### config.mk
export PLATFORM = sky130hd
export DESIGN_NAME = rv32imf_prefetch_ctrl
export DESIGN_NICKNAME = d
export VERILOG_FILES = /design/src/rtl/rv32imf_pkg.sv /design/src/rtl/rv32imf_prefetch_ctrl.sv
export SDC_FILE = /design/constraint.sdc
export NUM_CORES = 1
export LEC_CHECK = 0
export ABC_AREA = 1
export BUFFER_PORTS_ARGS = -buffer_cell sky130_fd_sc_hd__buf_4
export CORE_ASPECT_RATIO = 1.2
export CORE_MARGIN = 3
export CORE_UTILIZATION = 23
export CTS_CLUSTER_SIZE = 10
export DETAILED_ROUTE_END_ITERATION = 10
export MAX_ROUTING_LAYER = met4
export SLEW_MARGIN = 20
export SYNTH_ARGS = -nofsm -noshare
export SYNTH_HDL_FRONTEND = slang
export SYNTH_SLANG_ARGS = --single-unit
### constraint.sdc
create_clock -name clk_i -period 3.55 [get_ports clk_i]
set_clock_uncertainty 0.15 [all_clocks]
set_input_delay 1.065 -clock clk_i [delete_from_list [all_inputs] [get_ports clk_i]]
set_output_delay 1.065 -clock clk_i [all_outputs]
set_load 0.01 [all_outputs]
### src/rtl/rv32imf_pkg.sv
// Shared types and helpers for the rv32imf instruction-fetch path.
package rv32imf_pkg;

    typedef enum logic [1:0] {
        IDLE    = 2'd0,
        REQ     = 2'd1,
        BR_WAIT = 2'd2
    } fetch_state_e;

    localparam logic [31:0] WORD_STEP = 32'd4;

    // Forces a byte address onto a word boundary while still consuming every bit.
    function automatic logic [31:0] word_align(input logic [31:0] a);
        return a & 32'hFFFF_FFFC;
    endfunction

endpackage

### src/rtl/rv32imf_prefetch_ctrl.sv
// Sequential instruction-fetch request engine feeding the prefetch FIFO.
// Requests are admitted only when a FIFO slot is guaranteed; branches flush and drop stale responses.
module rv32imf_prefetch_ctrl
    import rv32imf_pkg::*;
#(
    parameter int unsigned FIFO_DEPTH      = 2,
    parameter int unsigned MAX_OUTSTANDING = 2,
    parameter logic [31:0] RESET_ADDR      = 32'h0000_0080,
    parameter int unsigned CNT_W           = $clog2(FIFO_DEPTH) + 1
) (
    input  logic             clk_i,
    input  logic             rst_i,
    input  logic             fetch_en_i,
    input  logic             branch_i,
    input  logic [31:0]      branch_addr_i,
    output logic             instr_req_o,
    output logic [31:0]      instr_addr_o,
    input  logic             instr_gnt_i,
    input  logic             instr_rvalid_i,
    input  logic [31:0]      instr_rdata_i,
    output logic             fifo_push_o,
    output logic [31:0]      fifo_data_o,
    output logic             fifo_flush_o,
    input  logic [CNT_W-1:0] fifo_cnt_i,
    output logic             busy_o
);

    localparam int unsigned OW = $clog2(MAX_OUTSTANDING + 1);

    fetch_state_e  state_q, state_d;
    logic [31:0]   addr_q, addr_d;
    logic [31:0]   br_addr_q, br_addr_d;
    logic [OW-1:0] outstanding_q, outstanding_d;
    logic [OW-1:0] discard_q, discard_d;

    logic          gnt_now;
    logic          rvalid_now;
    logic          discard_dec;
    logic          can_issue;
    logic [31:0]   out_post;
    logic [31:0]   credit_used;
    logic [31:0]   target;

    assign instr_req_o  = (state_q != IDLE);
    assign instr_addr_o = addr_q;
    assign fifo_data_o  = instr_rdata_i;
    assign fifo_flush_o = branch_i;
    assign busy_o       = instr_req_o || (outstanding_q != '0);

    always_comb begin
        gnt_now     = instr_req_o && instr_gnt_i;
        rvalid_now  = instr_rvalid_i && (outstanding_q != '0);
        discard_dec = rvalid_now && (discard_q != '0);
        target      = word_align(branch_addr_i);

        // A grant this cycle already owns a FIFO slot, so credit is judged on post-grant counts.
        out_post    = 32'(outstanding_q) + 32'(gnt_now);
        credit_used = 32'(fifo_cnt_i) + out_post;
        can_issue   = fetch_en_i && (out_post < MAX_OUTSTANDING) && (credit_used < FIFO_DEPTH);

        fifo_push_o   = rvalid_now && (discard_q == '0) && !branch_i;
        outstanding_d = outstanding_q + OW'(gnt_now) - OW'(rvalid_now);

        discard_d = discard_q - OW'(discard_dec);
        if (branch_i) begin
            // Every response still owed after this cycle belongs to the abandoned stream.
            discard_d = outstanding_d;
        end else if ((state_q == BR_WAIT) && gnt_now) begin
            discard_d = discard_q - OW'(discard_dec) + OW'(1);
        end
    end

    always_comb begin
        state_d   = state_q;
        addr_d    = addr_q;
        br_addr_d = br_addr_q;
        if (gnt_now) begin
            addr_d = addr_q + WORD_STEP;
        end

        case (state_q)
            IDLE: begin
                if (can_issue) begin
                    state_d = REQ;
                end
            end
            REQ: begin
                if (gnt_now) begin
                    state_d = can_issue ? REQ : IDLE;
                end
            end
            BR_WAIT: begin
                if (gnt_now) begin
                    state_d = IDLE;
                    addr_d  = br_addr_q;
                end
            end
            default: state_d = IDLE;
        endcase

        // An ungranted request must stay on the bus, so the target is parked until it is accepted.
        if (branch_i) begin
            if ((state_q == IDLE) || gnt_now) begin
                addr_d  = target;
                state_d = IDLE;
            end else begin
                br_addr_d = target;
                state_d   = BR_WAIT;
            end
        end
    end

    always_ff @(posedge clk_i) begin
        if (rst_i) begin
            state_q       <= IDLE;
            addr_q        <= RESET_ADDR;
            br_addr_q     <= RESET_ADDR;
            outstanding_q <= '0;
            discard_q     <= '0;
        end else begin
            state_q       <= state_d;
            addr_q        <= addr_d;
            br_addr_q     <= br_addr_d;
            outstanding_q <= outstanding_d;
            discard_q     <= discard_d;
        end
    end

    always_ff @(posedge clk_i) begin
        if (!rst_i) begin
            assert (discard_q <= outstanding_q);
        end
    end

endmodule

**Word-level counts from Yosys, hierarchy flattened**

Index checks and enable logic that the tools add are counted.

- Register bits: 68
- Input port bits: 72

- Reduce and logical (&&, ||, !) cells: 18
- Order comparisons: 2
- $add $sub $neg: 7
- Bitwise operators: 1
- Multiplexer cells: 14
- Eq/ne operators: 5

Operators with widths:

| kind | count |
|---|---|
| 32-bit two-way mux | 5 |
| 32-bit by 3-bit adder with 32-bit output, second input constant | 1 |
| 2-bit two-way mux | 7 |
| 3-bit inequality test, second input constant | 3 |
| 1-bit logical AND | 8 |
| 2-bit one-hot mux with 3 select lines | 1 |
| 2-bit nonzero test | 3 |
| 2-bit by 3-bit adder with 4-bit output | 1 |
| 2-bit logical NOT | 2 |
| 4-bit by 2-bit < comparator with 1-bit output, second input constant | 1 |
| 2-bit by 1-bit subtractor with 2-bit output | 2 |
| 2-bit by 1-bit adder with 3-bit output | 1 |
| 3-bit by 2-bit < comparator with 1-bit output, second input constant | 1 |
| 3-bit AND reduction | 1 |
| 2-bit by 1-bit adder with 2-bit output | 1 |
| 2-bit by 1-bit adder with 2-bit output, second input constant | 1 |
| 2-bit by 1-bit equality test with 1-bit output, second input constant | 1 |
| 2-bit equality test, second input constant | 1 |
| 1-bit logical OR | 2 |
| 2-bit AND reduction | 1 |
| 1-bit logical NOT | 1 |
| 1-bit two-way mux | 1 |
| 1-bit inverter | 1 |

**Longest topological paths before layout**

Gate-level depths: netlist (run 1).

- Depth after elaboration: 10
- Gate-level depth with buffers: 13
- Depth with buffers taken out: 12

**Worst setup path after synthesis (run 1)**

No wires, ideal clock.

- Path kind: input port to flip-flop
- Start: in instr_gnt_i
- End: reg state_q[0]
- Buffers on the path: 1
- Setup time: 0.071 ns
- Stages: 13
- Setup slack: 0.509 ns
- Arrival: 2.820 ns
- Path through: inv_2 nor2_2 buf_4 nand2_1 ha_1 inv_1 fa_1 nand3_1 a21oi_1 o21ai_0 o21ai_1 nand2_1 a21oi_1

- Word-level cells in the longest chain between the ends: 9

RTL lines:

| item | line | text |
|---|---|---|
| start: declaration | rv32imf_prefetch_ctrl.sv:18 | `input logic instr_gnt_i,` |
| 1-bit logical AND * | rv32imf_prefetch_ctrl.sv:51 | `gnt_now = instr_req_o && instr_gnt_i;` |
| 2-bit by 1-bit adder with 3-bit output | rv32imf_prefetch_ctrl.sv:57 | `out_post = 32'(outstanding_q) + 32'(gnt_now);` |
| 2-bit by 3-bit adder with 4-bit output or 3-bit by 2-bit < comparator with 1-bit output (tied branches) | rv32imf_prefetch_ctrl.sv:58, rv32imf_prefetch_ctrl.sv:59 |  |
| 4-bit by 2-bit < comparator with 1-bit output or 1-bit logical AND (tied branches) | rv32imf_prefetch_ctrl.sv:59 | `can_issue = fetch_en_i && (out_post < MAX_OUTSTANDING) && (credit_used < FIFO_DEPTH);` |
| 1-bit logical AND | rv32imf_prefetch_ctrl.sv:59 |  |
| 1-bit two-way mux | rv32imf_prefetch_ctrl.sv:89 | `state_d = can_issue ? REQ : IDLE;` |
| 2-bit two-way mux | rv32imf_prefetch_ctrl.sv:88 | `if (gnt_now) begin` |
| 2-bit one-hot mux with 3 select lines | rv32imf_prefetch_ctrl.sv:81 | `case (state_q)` |
| 2-bit two-way mux | rv32imf_prefetch_ctrl.sv:102 | `if (branch_i) begin` |
| end signal: assignment | rv32imf_prefetch_ctrl.sv:121 | `state_q <= state_d;` |
| end: declaration | rv32imf_prefetch_ctrl.sv:30 | `fetch_state_e state_q, state_d;` |

Every way passes the cells marked *; elsewhere a longest branch is shown, timed or not. The select of a mux whose other input is x is not followed.
A chain may end at the register's enable or synchronous reset.

**Worst setup path after layout (run 1)**

- Start: in instr_rvalid_i
- End: out fifo_push_o

- Word-level cells in the longest chain between the ends: 3

RTL lines:

| item | line | text |
|---|---|---|
| start: declaration | rv32imf_prefetch_ctrl.sv:19 | `input logic instr_rvalid_i,` |
| 1-bit logical AND | rv32imf_prefetch_ctrl.sv:52 | `rvalid_now = instr_rvalid_i && (outstanding_q != '0);` |
| 1-bit logical AND (2 in a row) | rv32imf_prefetch_ctrl.sv:61 | `fifo_push_o = rvalid_now && (discard_q == '0) && !branch_i;` |
| end: declaration | rv32imf_prefetch_ctrl.sv:21 | `output logic fifo_push_o,` |

Every way passes these cells.

==> impl_metrics.json, run 1 <==
{
  "syn-num-nets": 741,
  "clk_latency_ns": 0.34,
  "arrival_ns": 1.70,
  "grt_pass1_wl_mm": 21.2,
  "path_class": "input port to primary output",
  "rsz0062_at_grt": "false",
  "hold_path_class": "flop to flop",
  "ys_seq_elements": 68,
  "slew_viol_final": 0,
  "synth.mux.area_fraction_pct": 0,
  "yosys.area.top_type_share_pct": 31.9,
  "cts_tree": "built",
  "critPathMaxFanout": 4,
  "numPortBuffers": 73,
  "setup_tns_ns": 0,
  "antenna_found_initial": 0,
  "routed_wl_mm": 12.8,
  "clk_pin_slew_worst_paths_ns": 0.05,
  "hold-worst-slack_ns": 0.290,
  "synth.distinct_cells": 35,
  "grt_overflow": 0,
  "synthCells": 662,
  "peakVddDrop_v": 0.000211,
  "ioPinCount": 140,
  "fmax_mhz": 342,
  "die_area_um2": 20200,
  "p_per_area_nw_per_um2": 441,
  "row_count": 53,
  "critPathLaunchType": "input port",
  "yosys.area_share.simple_pct": 27.0,
  "synthesis.area_um2": 4260,
  "slowest_stage": "nor4_1",
  "htree_levels": 3,
  "coreArea_um2": 17800,
  "gp_congestion": 0.851,
  "yosysWarnings": 0,
  "tightest_slew_ns": 0.497,
  "crit_chain": "buf_4 -> o21ai_0 -> nor4_1 -> buf_4",
  "drt_pass1_iterations": 5,
  "drt_iter0_markers": 247,
  "start_util_pct": 23.9,
  "max_stage_delay_ns": 0.24,
  "diodes": 0,
  "viasPerCell": 4.62,
  "cts_resized": 0,
  "drc": 0,
  "cts_hold_buf": 0,
  "setup_viol": 0,
  "synth.area.top_cells": "dfxtp_1 (32%), o21ai_0 (10%), nand2_1 (9.4%)",
  "post_cts_buffers": 0,
  "grt_use_total_pct": 13.5,
  "cp.required_ns": 2.33,
  "cts_buffers": 9,
  "period_share_pct": 82.2,
  "synth_top_family_by_area": "simple AND/OR/NAND/NOR gates",
  "maxSlewHeadroom_pct": 66.6,
  "routed_wire_length_per_instance_um": 13.9,
  "num_vias": 4254,
  "p_total_uw": 2240,
  "drv_cap": 0,
  "fin_crit_ns": 2.92,
  "place_ws_ns": 0.460,
  "avgSynthCellArea_um2": 6.44,
  "die_h_um": 155,
  "fillers": 1952,
  "regArea_um2": 1360,
  "synthXorXnorAreaFrac_pct": 1.85,
  "cts_buffer_depth": 2,
  "grt_pass1_vias": 4166,
  "grt_max_degree": 47,
  "outcome": "completed",
  "cts.sinks": 68,
  "cp_common_cell": "buf_4",
  "syn_to_final_growth_pct": 19.2,
  "synth_top_cell_by_area": "dfxtp_1",
  "multiInputGateArea_um2": 2210,
  "hold_viol": 0,
  "synth_compound_area_share_pct": 20.8,
  "final_layout_size_suffix_gt1_share_pct": 16.3,
  "fin_ws_ns": 0.630,
  "hpwl_mm": 9.48,
  "cts_root_buf": "clkbuf_16",
  "chipWidth_um": 130,
  "p_leak_uw": 0.00209,
  "ant_nets": 0,
  "nNetsFinal": 775,
  "cp-end-kind": "primary output",
  "ys_seq_area_share_pct": 31.9,
  "synthAdderAreaFrac_pct": 2.23
}
-- cell usage in the layout, fill, tap and decap left out, types with 2 or more instances in the layout --
master	instances
nand4_1	12
inv_1	78
o211ai_1	5
ha_1	6
nor3_1	8
a211oi_1	3
buf_4	84
clkbuf_16	9
o21bai_1	3
o21ai_0	86
clkinv_2	2
clkinvlp_4	2
inv_2	3
a31oi_1	5
nor2_2	6
xnor2_1	5
nand3_1	45
nor2_4	2
nor2_1	80
dfxtp_1	68
xor2_1	4
nand2_1	107
a21oi_1	60
o21ai_1	4
clkbuf_8	2
-- kinds of logic after synthesis --
family	count (synthesis)
AND/OR/NAND/NOR	267
AO/OA/AOI/OAI	168
buffers and inverters	143
flip-flops	68
XOR/XNOR	9
adder cells (fa/ha/maj)	7
-- where the power goes --
| group | total [uW] | switching (uW) | leakage, uW | internal [uW] |
|---|---|---|---|---|
| clock | 837 | 333 | 0.000133 | 504 |
| combinational | 505 | 289 | 0.00140 | 216 |
| sequential | 899 | 71.3 | 0.000557 | 828 |
-- layer usage --
metal	up-vias	GRT usage [%]	share of wire (%)	wire length, um
met5	-	-	0	0
met4	0	6.09	2.5	316
met3	29	2.75	5.4	696
met2	103	21.5	48	6130
met1	1921	16.3	44	5680
li1	2201	-	-	-
-- area by class of cell --
| cell class | count | area share, % |
|---|---|---|
| clock buffers | 11 | 4.98 |
| repair buffers | 85 | 12.8 |
| clock inverters | 4 | 0.493 |
| flip-flops and latches | 68 | 26.8 |
| well taps | 220 | 5.42 |
| multi-input cells | 451 | 43.5 |
| inverters | 81 | 5.99 |
-- synth_stat cells (all sizes together) --
master and instances:
nand4 12, nand3 46, o211ai 5, inv 81, a211oi 3, xor2 4, a21oi 60, ha 6
nor3 8, o221a 1, xnor2 5, clkbuf 18, nor2 88, nand3b 1, fa 1, o21bai 3
buf 44, dfxtp 68, nand2 107, o311ai 1, and2 1, nor4 1, a31oi 5, nor3b 1
o21ai 90, or2 2
-- worst max-delay path: cells and delay by family --
kind                   cells  cell delay [ns]
AND/OR/NAND/NOR            1             0.24
AO/OA/AOI/OAI              1             0.15
buffers and inverters      2             0.25
-- flip-flops by register name, indices dropped and copies added, names as in the netlist --
register and cells:
state_q 2, discard_q 2, br_addr_q 30, instr_addr_o 32, outstanding_q 2
-- path summary, 6_finish.rpt --
path	from	endpoint	slack (ns)	cells past startpoint
setup / recovery	instr_rvalid_i	fifo_push_o	0.63	4
hold / removal	br_addr_q[20]	br_addr_q[20]	0.29	2
setup reg to reg	state_q[0]	state_q[0]	1.24	12
hold reg to reg	br_addr_q[20]	br_addr_q[20]	0.29	2
-- through the flow --
step                      cell area (um2)  instances  util [%]
after global placement               4800        905      26.9
after floorplan                      4260        662         -
after global routing                 5080        920      28.5
after detailed placement             4800        905      26.9
after CTS                            5080        920      28.5
final                                5080        920      28.5
Power figures use the tool's default switching activity.
==> inputs of run 2 (changes only) <==
- clock period: 3.55 -> 2.4 ns (I/O delays scaled with it)
==> impl_metrics.json, run 2 (synthesized netlist as in run 1, its figures left out) <==
{
  "coreArea_um2": 17800,
  "routed_wl_mm": 13.2,
  "whs_path_depth": 2,
  "stdcell_count": 935,
  "maxSlewHeadroom_pct": 71.0,
  "clk_pin_slew_worst_paths_ns": 0.06,
  "gp_congestion": 0.851,
  "place_ws_ns": -0.199,
  "ant_nets": 0,
  "antenna_found_initial": 0,
  "drc": 0,
  "final_layout_size_suffix_gt1_share_pct": 18.2,
  "outcome": "completed",
  "peakVddDrop_v": 0.000239,
  "clk_latency_ns": 0.34,
  "cts_root_buf": "clkbuf_16",
  "start_util_pct": 23.9,
  "diodes": 0,
  "viasPerCell": 4.57,
  "period_share_pct": 93.6,
  "numPortBuffers": 73,
  "die_h_um": 155,
  "p_per_area_nw_per_um2": 641,
  "hold_viol": 0,
  "crit_chain": "buf_4 -> inv_4 -> nor2_4 -> nand2_4 -> ha_4 -> inv_1 -> fa_1 -> nand3_1 -> a21oi_1 -> o21ai_1 -> o21ai_1 -> nand2_1 -> a21oi_1",
  "setup_tns_ns": 0,
  "grt_pass1_vias": 4022,
  "grt_use_total_pct": 13.6,
  "arrival_ns": 2.37,
  "post_cts_buffers": 0,
  "critPathMaxFanout": 2,
  "fmax_mhz": 445,
  "p_total_uw": 3350,
  "cts_hold_buf": 0,
  "largest_register_ff_count": 32,
  "hold_path_class": "flop to flop",
  "num_vias": 4272,
  "syn_to_final_growth_pct": 22.7,
  "cts_buffers": 9,
  "max_stage_delay_ns": 0.49,
  "fin_crit_ns": 2.25,
  "final_core_util_pct": 29.3,
  "path_class": "input port to flop",
  "fin_ws_ns": 0.153,
  "grt_pass1_wl_mm": 21.0,
  "ioPinCount": 140,
  "drt_pass1_iterations": 5,
  "cts_buffer_depth": 2,
  "drv_cap": 0,
  "rsz0062_at_grt": "false",
  "cp-end-kind": "flop",
  "setup_viol": 0,
  "die_area_um2": 20200,
  "tightest_slew_ns": 0.432,
  "place_inst": 919,
  "critPathLaunchType": "input port",
  "r2r_cells": 12,
  "hpwl_mm": 9.81,
  "cts.sinks": 68,
  "nNetsFinal": 789,
  "slew_viol_final": 0,
  "slowest_stage": "fa_1",
  "cts_tree": "built",
  "grt_overflow": 0,
  "chipWidth_um": 130,
  "drt_iter0_markers": 238,
  "row_count": 53,
  "cp.required_ns": 2.52,
  "cts_resized": 0,
  "grt_max_degree": 45,
  "htree_levels": 3,
  "p_leak_uw": 0.00219,
  "routed_wire_length_per_instance_um": 14.2,
  "final_common_cell": "nand2_1",
  "layout_common_cells": "nand2_1 (106), buf_4 (96), o21ai_0 (85), nor2_1 (80), inv_1 (78)"
}
-- run 2: cell count changes in the layout (fill, tap and decap cells not counted), sizes merged --
cell	before	now
clkinv	2	4
buf	85	99
clkinvlp	2	1
-- run 2: path summary, 6_finish.rpt --
check	start	end	slack, ns
max	instr_gnt_i	state_q[0]	0.15
min	br_addr_q[20]	br_addr_q[20]	0.29
max reg2reg	state_q[0]	state_q[0]	0.19
min reg2reg	br_addr_q[20]	br_addr_q[20]	0.29
-- run 2: final cells by class --
cell class	count	area [um2]
Sequential cell	68	1360
Tap cell	220	275
Multi-Input combinational cell	451	2240
Timing Repair Buffer	99	781
Inverter	81	307
Fill cell	1949	12600
Clock buffer	11	243
Clock inverter	5	27.5
-- run 2: metrics by stage --
step	instance area [um2]	hold WS (ns)
after floorplan	4290	0.270
after CTS	5230	0.294
final	5230	0.291
after detailed placement	4960	0.285
after global placement	4960	0.280
after global routing	5230	0.307
-- run 2: layer usage --
layer	up-vias	GRT usage, %	routed length [um]
li1	2229	-	-
met1	1952	16.5	5960
met2	76	22.5	6570
met3	15	2.75	535
met4	0	4.06	179
met5	-	-	0
-- run 2: power by group --
part           switching (uW)  total, uW  internal (uW)  leakage [uW]
logic                     442        797            355       0.00150
registers                 111       1340           1220      0.000557
clock network             499       1220            720      0.000135
-- run 2: worst max-delay path, delay by kind of cell --
family	cells	cell delay (ns)
AOI/OAI and AO/OA	4	0.41
adders and majority gates	2	0.75
and+or+nand+nor	4	0.30
buffers and inverters	3	0.19
==> inputs of run 3 (changes only) <==
--- a/config.mk
+++ b/config.mk
@@ -15,2 +15,3 @@
 export MAX_ROUTING_LAYER = met4
+export REMOVE_ABC_BUFFERS = 1
 export SLEW_MARGIN = 20
--- a/constraint.sdc
+++ b/constraint.sdc
@@ -4,2 +4,2 @@
 set_output_delay 0.72 -clock clk_i [all_outputs]
-set_load 0.01 [all_outputs]
+set_load 0.05 [all_outputs]
==> impl_metrics.json, run 3 (synthesized netlist as in run 1, its figures left out) <==
{
  "grt_overflow": 0,
  "fin_crit_ns": 2.28,
  "use_met2_pct": 21.3,
  "setup_tns_ns": 0,
  "setup_viol": 0,
  "cts_buffer_depth": 2,
  "critPathMaxFanout": 2,
  "coreArea_um2": 17800,
  "cts_root_buf": "clkbuf_16",
  "hold_path_class": "flop to flop",
  "grt_pass1_wl_mm": 22.2,
  "grt_use_total_pct": 14.4,
  "final_layout_size_suffix_gt1_share_pct": 18.1,
  "viasPerCell": 4.66,
  "drt_iter0_markers": 235,
  "routed_wire_length_per_instance_um": 15.1,
  "ant_nets": 0,
  "hpwl_mm": 10.6,
  "largest_register_ff_count": 32,
  "top_usage_layer": "met2",
  "slew_viol_final": 0,
  "period_share_pct": 95.0,
  "maxSlewHeadroom_pct": 68.3,
  "path_class": "input port to flop",
  "outcome": "completed",
  "chipWidth_um": 130,
  "start_util_pct": 23.9,
  "cp.required_ns": 2.51,
  "grt_max_degree": 34,
  "cts_buffers": 9,
  "grt_pass1_vias": 4091,
  "cts.sinks": 68,
  "fillers": 1970,
  "cts_tree": "built",
  "cp-end-kind": "flop",
  "grt_use_met3_pct": 5.73,
  "gp_congestion": 0.851,
  "hold-worst-slack_ns": 0.289,
  "layout_common_cells": "nand2_1 (106), buf_4 (95), o21ai_0 (85), nor2_1 (80), inv_1 (77)",
  "final_common_cell": "nand2_1",
  "htree_levels": 3,
  "cts_hold_buf": 0,
  "fin_area_um2": 5210,
  "tightest_slew_ns": 0.472,
  "use_met1_pct": 18.8,
  "critPathLaunchType": "input port",
  "drc": 0,
  "antenna_found_initial": 0,
  "clk_latency_ns": 0.33,
  "rsz0062_at_grt": "false",
  "post_cts_buffers": 0,
  "numPortBuffers": 73,
  "ioPinCount": 140,
  "peakVddDrop_v": 0.000371,
  "drt_pass1_iterations": 5,
  "fmax_mhz": 439,
  "die_h_um": 155,
  "placed_area_um2": 4890,
  "nNetsFinal": 787,
  "whs_path_depth": 2,
  "clk_pin_slew_worst_paths_ns": 0.05,
  "row_count": 53,
  "num_vias": 4344,
  "die_area_um2": 20200,
  "p_per_area_nw_per_um2": 693,
  "hold_viol": 0,
  "r2r_cells": 12,
  "routed_wl_mm": 14.1,
  "final_core_util_pct": 29.2,
  "diodes": 0,
  "p_leak_uw": 0.00216,
  "arrival_ns": 2.39,
  "drv_cap": 0,
  "syn_to_final_growth_pct": 22.3
}
run 3: stage by stage:
| step | power [uW] | setup WS (ns) | std cells |
|---|---|---|---|
| floorplan | 1970 | -0.780 | 600 |
| global placement | 2340 | -0.303 | 917 |
| detailed placement | 2360 | -0.306 | 917 |
| CTS | 3620 | 0.0370 | 933 |
| global route | 3810 | 0.000136 | 933 |
| finish | 3610 | 0.120 | 933 |
run 3: worst max-delay path, stage by stage:
cell and delay, ns:
buf_8 0.09, inv_4 0.04, nor2_4 0.08, nand2_2 0.08
ha_4 0.28, inv_2 0.04, fa_1 0.53, nand3_1 0.06
a21oi_1 0.10, o21ai_1 0.07, o21ai_1 0.11, nand2_1 0.08
a21oi_2 0.12
run 3: final timing paths:
kind / startpoint / to / slack [ns]
hold / removal: instr_addr_o[1] / instr_addr_o[1] / 0.29
setup / recovery: instr_gnt_i / state_q[0] / 0.12
setup reg to reg: state_q[1] / state_q[0] / 0.16
hold reg to reg: instr_addr_o[1] / instr_addr_o[1] / 0.29
run 3: per-layer routing:
metal  up-vias  part of all wire (%)
met5         -                     0
met4         0                  0.78
met3        12                   8.2
met2       141                    44
met1      1959                    47
li1       2232                     -
run 3: cell type report:
class	count	area [um2]	area share, %
Sequential cell	68	1360	26.2
Tap cell	220	275	5.28
Clock buffer	15	278	5.33
Inverter	81	307	5.88
Clock inverter	1	5.00	0.0961
Multi-Input combinational cell	451	2230	42.9
Timing Repair Buffer	97	748	14.4
run 3: where the power goes:
part,switching [uW],internal (uW)
clock network,475,784
logic,646,369
registers,108,1230
run 3: timing repair:
item,CTS,global route
gates resized for setup,0,10
setup endpoints to repair,0,1
hold endpoints to repair,0,0
